## config.mk

```make
export PLATFORM = sky130hd
export DESIGN_NAME = sk_prefix_adder_pipe
export DESIGN_NICKNAME = d
export VERILOG_FILES = /design/src/rtl/sk_pkg.sv /design/src/rtl/sk_prefix_level.sv /design/src/rtl/sk_prefix_adder_pipe.sv
export SDC_FILE = /design/constraint.sdc
export NUM_CORES = 1
export LEC_CHECK = 0
export ABC_AREA = 1
export CAP_MARGIN = 40
export CORE_ASPECT_RATIO = 1.5
export CORE_UTILIZATION = 55
export CTS_BUF_LIST = sky130_fd_sc_hd__clkbuf_2 sky130_fd_sc_hd__clkbuf_4 sky130_fd_sc_hd__clkbuf_8
export DETAILED_ROUTE_END_ITERATION = 6
export GPL_TIMING_DRIVEN = 0
export PLACE_DENSITY_LB_ADDON = 0.1
export SYNTH_ARGS = -nofsm -noshare
export SYNTH_HDL_FRONTEND = slang
export SYNTH_SLANG_ARGS = --single-unit
export TNS_END_PERCENT = 100
```

## constraint.sdc

```tcl
create_clock -name clk -period 2.42 [get_ports clk]
set_input_delay 0.242 -clock clk [delete_from_list [all_inputs] [get_ports clk]]
set_output_delay 0.242 -clock clk [all_outputs]
set_load 0.005 [all_outputs]
```

## src/rtl/sk_pkg.sv

```systemverilog
// sk_pkg: shared types and elaboration helpers for the Sklansky prefix adder pipeline
package sk_pkg;
  typedef struct packed {
    logic g;
    logic p;
  } gp_t;
  function automatic int sk_levels(input int width);
    return $clog2(width);
  endfunction
  // true when a pipeline register sits in front of prefix level `level`; the last register is always after the sum
  function automatic logic sk_reg_at(input int level, input int levels, input int stages);
    return ((level + 1) * stages) / (levels + 1) != (level * stages) / (levels + 1);
  endfunction
endpackage

```

## src/rtl/sk_prefix_level.sv

```systemverilog
// sk_prefix_level: one combinational Sklansky level (gp_i -> gp_o) for prefix level LEVEL
module sk_prefix_level
  import sk_pkg::*;
#(
  parameter int WIDTH = 16,
  parameter int LEVEL = 0
) (
  input  gp_t [WIDTH-1:0] gp_i,
  output gp_t [WIDTH-1:0] gp_o
);
  for (genvar i = 0; i < WIDTH; i++) begin : b
    if (((i >> LEVEL) & 1) == 1) begin : c
      localparam int J = ((i >> LEVEL) << LEVEL) - 1;
      assign gp_o[i].g = gp_i[i].g | (gp_i[i].p & gp_i[J].g);
      assign gp_o[i].p = gp_i[i].p & gp_i[J].p;
    end else begin : c
      assign gp_o[i] = gp_i[i];
    end
  end
endmodule

```

## src/rtl/sk_prefix_adder_pipe.sv

```systemverilog
// sk_prefix_adder_pipe: pipelined Sklansky adder {out_cout,out_sum} = in_a + in_b + in_cin with valid/ready
// Ports: in_valid/in_ready/in_a/in_b/in_cin operand beat; out_valid/out_ready/out_sum/out_cout result beat.
// SK_ADDER_OVF_EN adds out_ovf, the signed overflow of the sum.
module sk_prefix_adder_pipe
  import sk_pkg::*;
#(
  parameter int WIDTH  = 16,
  parameter int STAGES = 2
) (
  input  logic             clk,
  input  logic             rst,
  input  logic             in_valid,
  output logic             in_ready,
  input  logic [WIDTH-1:0] in_a,
  input  logic [WIDTH-1:0] in_b,
  input  logic             in_cin,
  output logic             out_valid,
  input  logic             out_ready,
  output logic [WIDTH-1:0] out_sum,
  output logic             out_cout
`ifdef SK_ADDER_OVF_EN
  ,
  output logic             out_ovf
`endif
);
  localparam int LEVELS = sk_levels(WIDTH);
  logic adv;
  assign adv = out_ready | ~out_valid;
  assign in_ready = adv;
  gp_t [WIDTH-1:0] gp_in;
  logic [WIDTH-1:0] p_in;
  assign p_in = in_a ^ in_b;
  // cin is the generate of position -1; folding it into bit 0 leaves no increment after the network
  always_comb begin
    for (int i = 0; i < WIDTH; i++) begin
      gp_in[i].g = in_a[i] & in_b[i];
      gp_in[i].p = p_in[i];
    end
    gp_in[0].g = (in_a[0] & in_b[0]) | (p_in[0] & in_cin);
  end
  for (genvar j = 0; j < LEVELS; j++) begin : st
    gp_t [WIDTH-1:0] gp_d, gp_q, gp_o;
    logic [WIDTH-1:0] p_d, p_q;
    logic cin_d, cin_q, v_d, v_q;
    if (j == 0) begin : src
      assign gp_d = gp_in;
      assign p_d = p_in;
      assign cin_d = in_cin;
      assign v_d = in_valid;
    end else begin : src
      assign gp_d = st[j-1].gp_o;
      assign p_d = st[j-1].p_q;
      assign cin_d = st[j-1].cin_q;
      assign v_d = st[j-1].v_q;
    end
    if (sk_reg_at(j, LEVELS, STAGES)) begin : r
      always_ff @(posedge clk)
        if (rst) begin
          v_q <= 1'b0;
          cin_q <= 1'b0;
          p_q <= '0;
          gp_q <= '0;
        end else if (adv) begin
          v_q <= v_d;
          cin_q <= cin_d;
          p_q <= p_d;
          gp_q <= gp_d;
        end
    end else begin : r
      assign v_q = v_d;
      assign cin_q = cin_d;
      assign p_q = p_d;
      assign gp_q = gp_d;
    end
    sk_prefix_level #(.WIDTH(WIDTH), .LEVEL(j)) u_lvl (.gp_i(gp_q), .gp_o(gp_o));
  end
  logic [WIDTH-1:0] c, unused_pg, sum;
  logic v_l;
  always_comb begin
    for (int i = 0; i < WIDTH; i++) begin
      c[i] = st[LEVELS-1].gp_o[i].g;
      unused_pg[i] = st[LEVELS-1].gp_o[i].p;
    end
  end
  assign v_l = st[LEVELS-1].v_q;
  assign sum = st[LEVELS-1].p_q ^ {c[WIDTH-2:0], st[LEVELS-1].cin_q};
  always_ff @(posedge clk)
    if (rst) begin
      out_valid <= 1'b0;
      out_sum <= '0;
      out_cout <= 1'b0;
    end else if (adv) begin
      out_valid <= v_l;
      out_sum <= v_l ? sum : '0;
      out_cout <= v_l & c[WIDTH-1];
    end
`ifdef SK_ADDER_OVF_EN
  always_ff @(posedge clk)
    if (rst) out_ovf <= 1'b0;
    else if (adv) out_ovf <= v_l & (c[WIDTH-1] ^ c[WIDTH-2]);
`endif
endmodule
```

==> impl_metrics.env, run 1 <==
export IMPL_place_gp_congestion=0.8200
export IMPL_ys_ff_latch=61
export IMPL_finClkSkew_ns=0.004388
export IMPL_fin_crit_ns=1.951
export IMPL_drt_wl_total_mm=7.117
export IMPL_ios=56
export IMPL_via_per_inst=5.357
export IMPL_syn_nets=424
export IMPL_cp_num_buf_inv=4
export IMPL_die_w_um=60.62
export IMPL_start_util_pct=58.01
export IMPL_drtIter0Drc=204
export IMPL_core_area_um2=4887
export IMPL_clk_path_buf_depth=2
export IMPL_finalMaxSlewViolations=0
export IMPL_startpoint_type="input pin"
export IMPL_hold_violations=0
export IMPL_switching_share_pct=26.15
export IMPL_switchingPower_uw=611.6
export IMPL_final_common_cell="nand2_1"
export IMPL_grt_setup_unrepaired="no"
export IMPL_yosysUniqueCellTypes=25
export IMPL_ctsHtreeMaxLevel=3
export IMPL_drc=0
export IMPL_max_stage_delay_ns=0.57
export IMPL_wl_per_cell_um=14.12
export IMPL_slew_headroom_pct=57.11
export IMPL_synthCells=369
export IMPL_drive_gt1_share_pct=8.676
export IMPL_grtUsageTotal_pct=28.87
export IMPL_worst_slew_pin_slew_ns=0.6434
export IMPL_synth_yosys_warnings=0
export IMPL_cpMaxStageDelayCell="clkdlybuf4s50_1"
export IMPL_seqPwrFrac_pct=47.8
export IMPL_port_buffers=54
export IMPL_status="finished, final reports clean"
export IMPL_vdd_drop_max_v=0.0005353
export IMPL_cts_setup_buffers=0
export IMPL_cts_hold_buffers=0
export IMPL_synth_edf_count=0
export IMPL_dr_pass1_iters=4
export IMPL_ant_nets=0
export IMPL_critPathArrivalTime_ns=1.71
export IMPL_yosysSeqAreaShare_pct=43.07
export IMPL_grt_ovfl_total=0
export IMPL_grt_antenna_before_repair=0
export IMPL_vias=2700
export IMPL_place_ws_ns=0.4619
export IMPL_dieArea_um2=5452
export IMPL_finalCritPeriodShare_pct=80.62
export IMPL_worstSkewPairLatency_ns=0.34
export IMPL_min_delay_path_class="input pin to flop"
export IMPL_cts_resized=0
export IMPL_syn_avg_cell_area_um2=7.684
export IMPL_setup_tns_final_ns=0
export IMPL_final_cell_mix="90 x nand2_1, 61 x dfxtp_1, 54 x clkdlybuf4s50_1"
export IMPL_grt_pass1_wl_mm=11.63
export IMPL_hold_depth=2
export IMPL_cts_root_buf="clkbuf_8"
export IMPL_clkPwrFrac_pct=36.0
export IMPL_critPathTopFamily="buffers and inverters"
export IMPL_clock_fmax_ghz=0.5125
export IMPL_setup_viol=0
export IMPL_grt_pass1_vias=2621
export IMPL_leakagePower_nw=1.582
export IMPL_end_kind="primary output"
export IMPL_area_growth_pct=28.51
export IMPL_cts_buffers=9
export IMPL_p_int_mw=1.727
export IMPL_die_y_um=89.94
export IMPL_postSynth_asyncResetShare_pct=0
export IMPL_fin_nets=489
export IMPL_crit_chain="clkdlybuf4s50_1, nor2_8, inv_2, buf_6, clkdlybuf4s50_1"
export IMPL_rows=31
export IMPL_clkTransAtPathRegs_ns=0.06
export IMPL_powerDensity_nw_per_um2=642.0
export IMPL_syn_area_um2=2835
export IMPL_reg2reg_setup_slack_ns=1.16
export IMPL_fin_ws_ns=0.4689
export IMPL_rr_worst_depth=7
export IMPL_cp_data_required_time_ns=2.18
export IMPL_critPathKind="input pin to primary output"
export IMPL_grt_max_degree=11
export IMPL_diodes=0
export IMPL_path_depth=5
export IMPL_cts_sinks=61
export IMPL_ys_flop_type="dfxtp_1"
export IMPL_hpwlAfterDp_mm=5.093
export IMPL_cts_tree="built"
export IMPL_maxCapViolCount=0
export IMPL_p_comb_share_pct=16.2
export IMPL_critical_path_peak_fanout=10
export IMPL_crit_top_cell="clkdlybuf4s50_1"
## Yosys cell counts (4+ instances only)
| cell | instances | area (um2) |
|---|---|---|
| nand2_1 | 90 | 337.8 |
| dfxtp_1 | 61 | 1221 |
| a21oi_1 | 48 | 240.2 |
| nor2_1 | 32 | 120.1 |
| o21ai_0 | 29 | 145.1 |
| inv_1 | 27 | 101.4 |
| ha_1 | 18 | 225.2 |
| nand3_1 | 18 | 90.09 |
| a31oi_1 | 5 | 31.28 |
| buf_4 | 5 | 37.54 |
| buf_6 | 5 | 56.30 |
| buf_2 | 4 | 20.02 |
| nand3b_1 | 4 | 30.03 |
| xor2_1 | 4 | 35.03 |
## cells by family (layout without fill, tap and decap cells)
group                    Yosys count  in the layout  synth area share, %
XOR/XNOR                           4              4                1.236
flip-flops                        61             61                43.07
buffers and inverters             46            115                8.253
AND/OR/NAND/NOR                  152            152                23.04
AO/OA/AOI/OAI                     88             88                16.46
adder cells (fa/ha/maj)           18             18                7.944
## routing by layer
metal / vias up / track usage [%] / share of wire, %
met5: - / 0 / 0
met4: 0 / 16.29 / 3.4
met3: 18 / 4.460 / 3.8
met2: 69 / 50.09 / 52
met1: 1271 / 31.68 / 41
li1: 1342 / - / -
## flip-flops by register name (all words and copies together) (netlist names)
name	count
st.cin_q	1
out_sum	16
out_cout	1
st.gp_q	25
st.p_q	16
out_valid	1
st.v_q	1
## through the flow
step	utilization [%]	total power [mW]	cells	hold slack, ns	instance area, um2
6_report	74.55	2.339	504	0.2209	3643
5_1_grt	74.55	2.430	504	0.2374	3643
4_1_cts	74.55	2.339	504	0.2113	3643
3_5_place_dp	70.76	1.513	489	0.4546	3458
3_3_place_gp	70.76	1.501	489	0.4506	3458
2_1_floorplan	-	1.355	369	0.4054	2835
## final cells by class
type,count,area (um2)
Sequential cell,61,1221
Buffer,17,125.1
Multi-Input combinational cell,262,1380
Tap cell,66,82.58
Inverter,29,108.9
Timing Repair Buffer,54,540.5
Clock buffer,14,180.2
Clock inverter,1,5.005
Fill cell,428,1244
## power by group through the flow
stage	logic, mW	registers [mW]	clock network, mW
6_report	0.378	1.12	0.843
5_1_grt	0.424	1.13	0.882
4_1_cts	0.378	1.12	0.844
3_5_place_dp	0.375	1.14	0
3_3_place_gp	0.366	1.14	0
2_1_floorplan	0.226	1.13	0
## final timing paths
check                 endpoint          start
setup reg to reg    out_sum[9]  st[2].gp_q[7]
hold / removal    st[2].p_q[5]            rst
setup / recovery      in_ready      out_ready
hold reg to reg    out_sum[10]    out_sum[10]
(Power assumes the default switching activity.)
==> run 2: changes to the inputs <==
--- a/config.mk
+++ b/config.mk
@@ -8,7 +8,7 @@
 export ABC_AREA = 1
 export CAP_MARGIN = 40
 export CORE_ASPECT_RATIO = 1.5
-export CORE_UTILIZATION = 55
+export CORE_UTILIZATION = 53
 export CTS_BUF_LIST = sky130_fd_sc_hd__clkbuf_2 sky130_fd_sc_hd__clkbuf_4 sky130_fd_sc_hd__clkbuf_8
 export DETAILED_ROUTE_END_ITERATION = 6
 export GPL_TIMING_DRIVEN = 0
==> constraint.sdc (replaced) <==
create_clock -name clk -period 1.9 [get_ports clk]
set_input_delay 0.19 -clock clk [delete_from_list [all_inputs] [get_ports clk]]
set_output_delay 0.19 -clock clk [all_outputs]
set_load 0.005 [all_outputs]
==> impl_metrics.env, run 2 (synthesis gave the netlist of run 1 again) <==
export IMPL_grt_ovfl_total=0
export IMPL_drt_wl_total_mm=7.112
export IMPL_core_area_um2=5165
export IMPL_leakagePower_nw=1.584
export IMPL_final_cell_mix="90 x nand2_1, 61 x dfxtp_1, 54 x clkdlybuf4s50_1"
export IMPL_fin_nets=491
export IMPL_ctsHtreeMaxLevel=3
export IMPL_clkTransAtPathRegs_ns=0.06
export IMPL_fin_ws_ns=0.06764
export IMPL_hold_violations=0
export IMPL_cts_root_buf="clkbuf_8"
export IMPL_finClkSkew_ns=0.003646
export IMPL_powerDensity_nw_per_um2=802.4
export IMPL_die_y_um=91.58
export IMPL_fin_crit_ns=1.832
export IMPL_hpwlAfterDp_mm=5.056
export IMPL_drive_gt1_share_pct=9.112
export IMPL_finalMaxSlewViolations=0
export IMPL_cts_hold_buffers=0
export IMPL_critical_path_peak_fanout=10
export IMPL_multi_input_comb_area_um2=1380
export IMPL_final_util_pct=70.57
export IMPL_die_w_um=61.72
export IMPL_final_common_cell="nand2_1"
export IMPL_clk_path_buf_depth=2
export IMPL_status="finished, final reports clean"
export IMPL_grt_pass1_vias=2556
export IMPL_maxCapViolCount=0
export IMPL_grtUsageTotal_pct=28.38
export IMPL_top_register="st.gp_q"
export IMPL_crit_top_cell="inv_2"
export IMPL_rows=32
export IMPL_area_growth_pct=28.55
export IMPL_cp_num_buf_inv=4
export IMPL_biggestRegsByFlops="st.gp_q: 25 flops, out_sum: 16 flops, st.p_q: 16 flops"
export IMPL_setup_tns_final_ns=0
export IMPL_holdWs_ns=0.1663
export IMPL_cp_data_required_time_ns=1.71
export IMPL_startpoint_type="flop"
export IMPL_grt_max_degree=11
export IMPL_post_dp_cell_area_um2=3461
export IMPL_cpMaxStageDelayCell="clkdlybuf4s50_1"
export IMPL_port_buffers=54
export IMPL_min_delay_path_class="input pin to flop"
export IMPL_setup_viol=0
export IMPL_ios=56
export IMPL_dr_pass1_iters=4
export IMPL_finalCritPeriodShare_pct=96.44
export IMPL_ant_nets=0
export IMPL_dieArea_um2=5652
export IMPL_diodes=0
export IMPL_grt_antenna_before_repair=0
export IMPL_vdd_drop_max_v=0.0006693
export IMPL_clock_fmax_ghz=0.5457
export IMPL_crit_chain="inv_2, nor2_8, inv_2, buf_6, clkdlybuf4s50_1"
export IMPL_critPathKind="flop to primary output"
export IMPL_via_per_inst=5.154
export IMPL_drc=0
export IMPL_place_ws_ns=0.04298
export IMPL_drtIter0Drc=111
export IMPL_worstSkewPairLatency_ns=0.34
export IMPL_fillCellCount=430
export IMPL_critPathTopFamily="buffers and inverters"
export IMPL_stdcell_area_um2=3645
export IMPL_largest_reg_flops=25
export IMPL_place_gp_congestion=0.8200
export IMPL_grt_setup_unrepaired="no"
export IMPL_max_stage_delay_ns=0.51
export IMPL_end_kind="primary output"
export IMPL_cts_buffers=9
export IMPL_wl_per_cell_um=14.03
export IMPL_grt_pass1_wl_mm=11.55
export IMPL_slew_headroom_pct=61.87
export IMPL_worst_slew_pin_slew_ns=0.5719
export IMPL_cts_tree="built"
export IMPL_start_util_pct=54.89
export IMPL_critPathArrivalTime_ns=1.64
export IMPL_seq_area_um2=1221
export IMPL_cts_sinks=61
export IMPL_vias=2613
[run 2: timing repair]
item / 4_1_cts / 5_1_grt
setup buffers: 0 / 2
resized for setup: 0 / 1
endpoints found under the setup margin: 0 / 1
endpoints found under the hold margin: 0 / 0
[run 2: where the power goes]
part | internal, mW | total [mW] | switching [mW]
Sequential | 1.37 | 1.42 | 0.0546
Combinational | 0.235 | 0.485 | 0.251
Clock | 0.540 | 1.02 | 0.477
Total | 2.14 | 2.92 | 0.782
[run 2: layer usage]
layer	track usage (%)	part of all wire, %	routed length (um)
met1	30.78	42	2956
met3	6.980	4.1	295
met2	48.48	53	3746
met5	0	0	0
met4	14.44	1.6	114
[run 2: worst paths after layout]
kind / startpoint / endpoint / slack [ns] / cells after the start
max: out_valid / in_ready / 0.07 / 5
min: rst / out_sum[13] / 0.17 / 2
max reg2reg: out_valid / st[2].gp_q[29] / 0.60 / 6
min reg2reg: out_sum[9] / out_sum[9] / 0.46 / 2
[run 2: worst register-to-register path, cell delays in order, from the launching register on]
cell	delay, ns
dfxtp_1	0.36
inv_2	0.08
nor2_8	0.16
buf_4	0.14
buf_2	0.22
nand2_1	0.08
a31oi_1	0.18
[run 2: final cells by class]
| class | instances | share of cell area, % |
|---|---|---|
| Clock buffer | 12 | 4.360 |
| Sequential cell | 61 | 33.50 |
| Inverter | 29 | 2.987 |
| Timing Repair Buffer | 56 | 15.24 |
| Tap cell | 68 | 2.334 |
| Multi-Input combinational cell | 262 | 37.86 |
| Buffer | 17 | 3.433 |
| Clock inverter | 2 | 0.2746 |
[run 2: through the flow]
step,cells,total power [mW]
CTS,505,2.926
global route,507,3.054
detailed placement,491,1.930
floorplan,369,1.726
finish,507,2.925
global placement,491,1.915
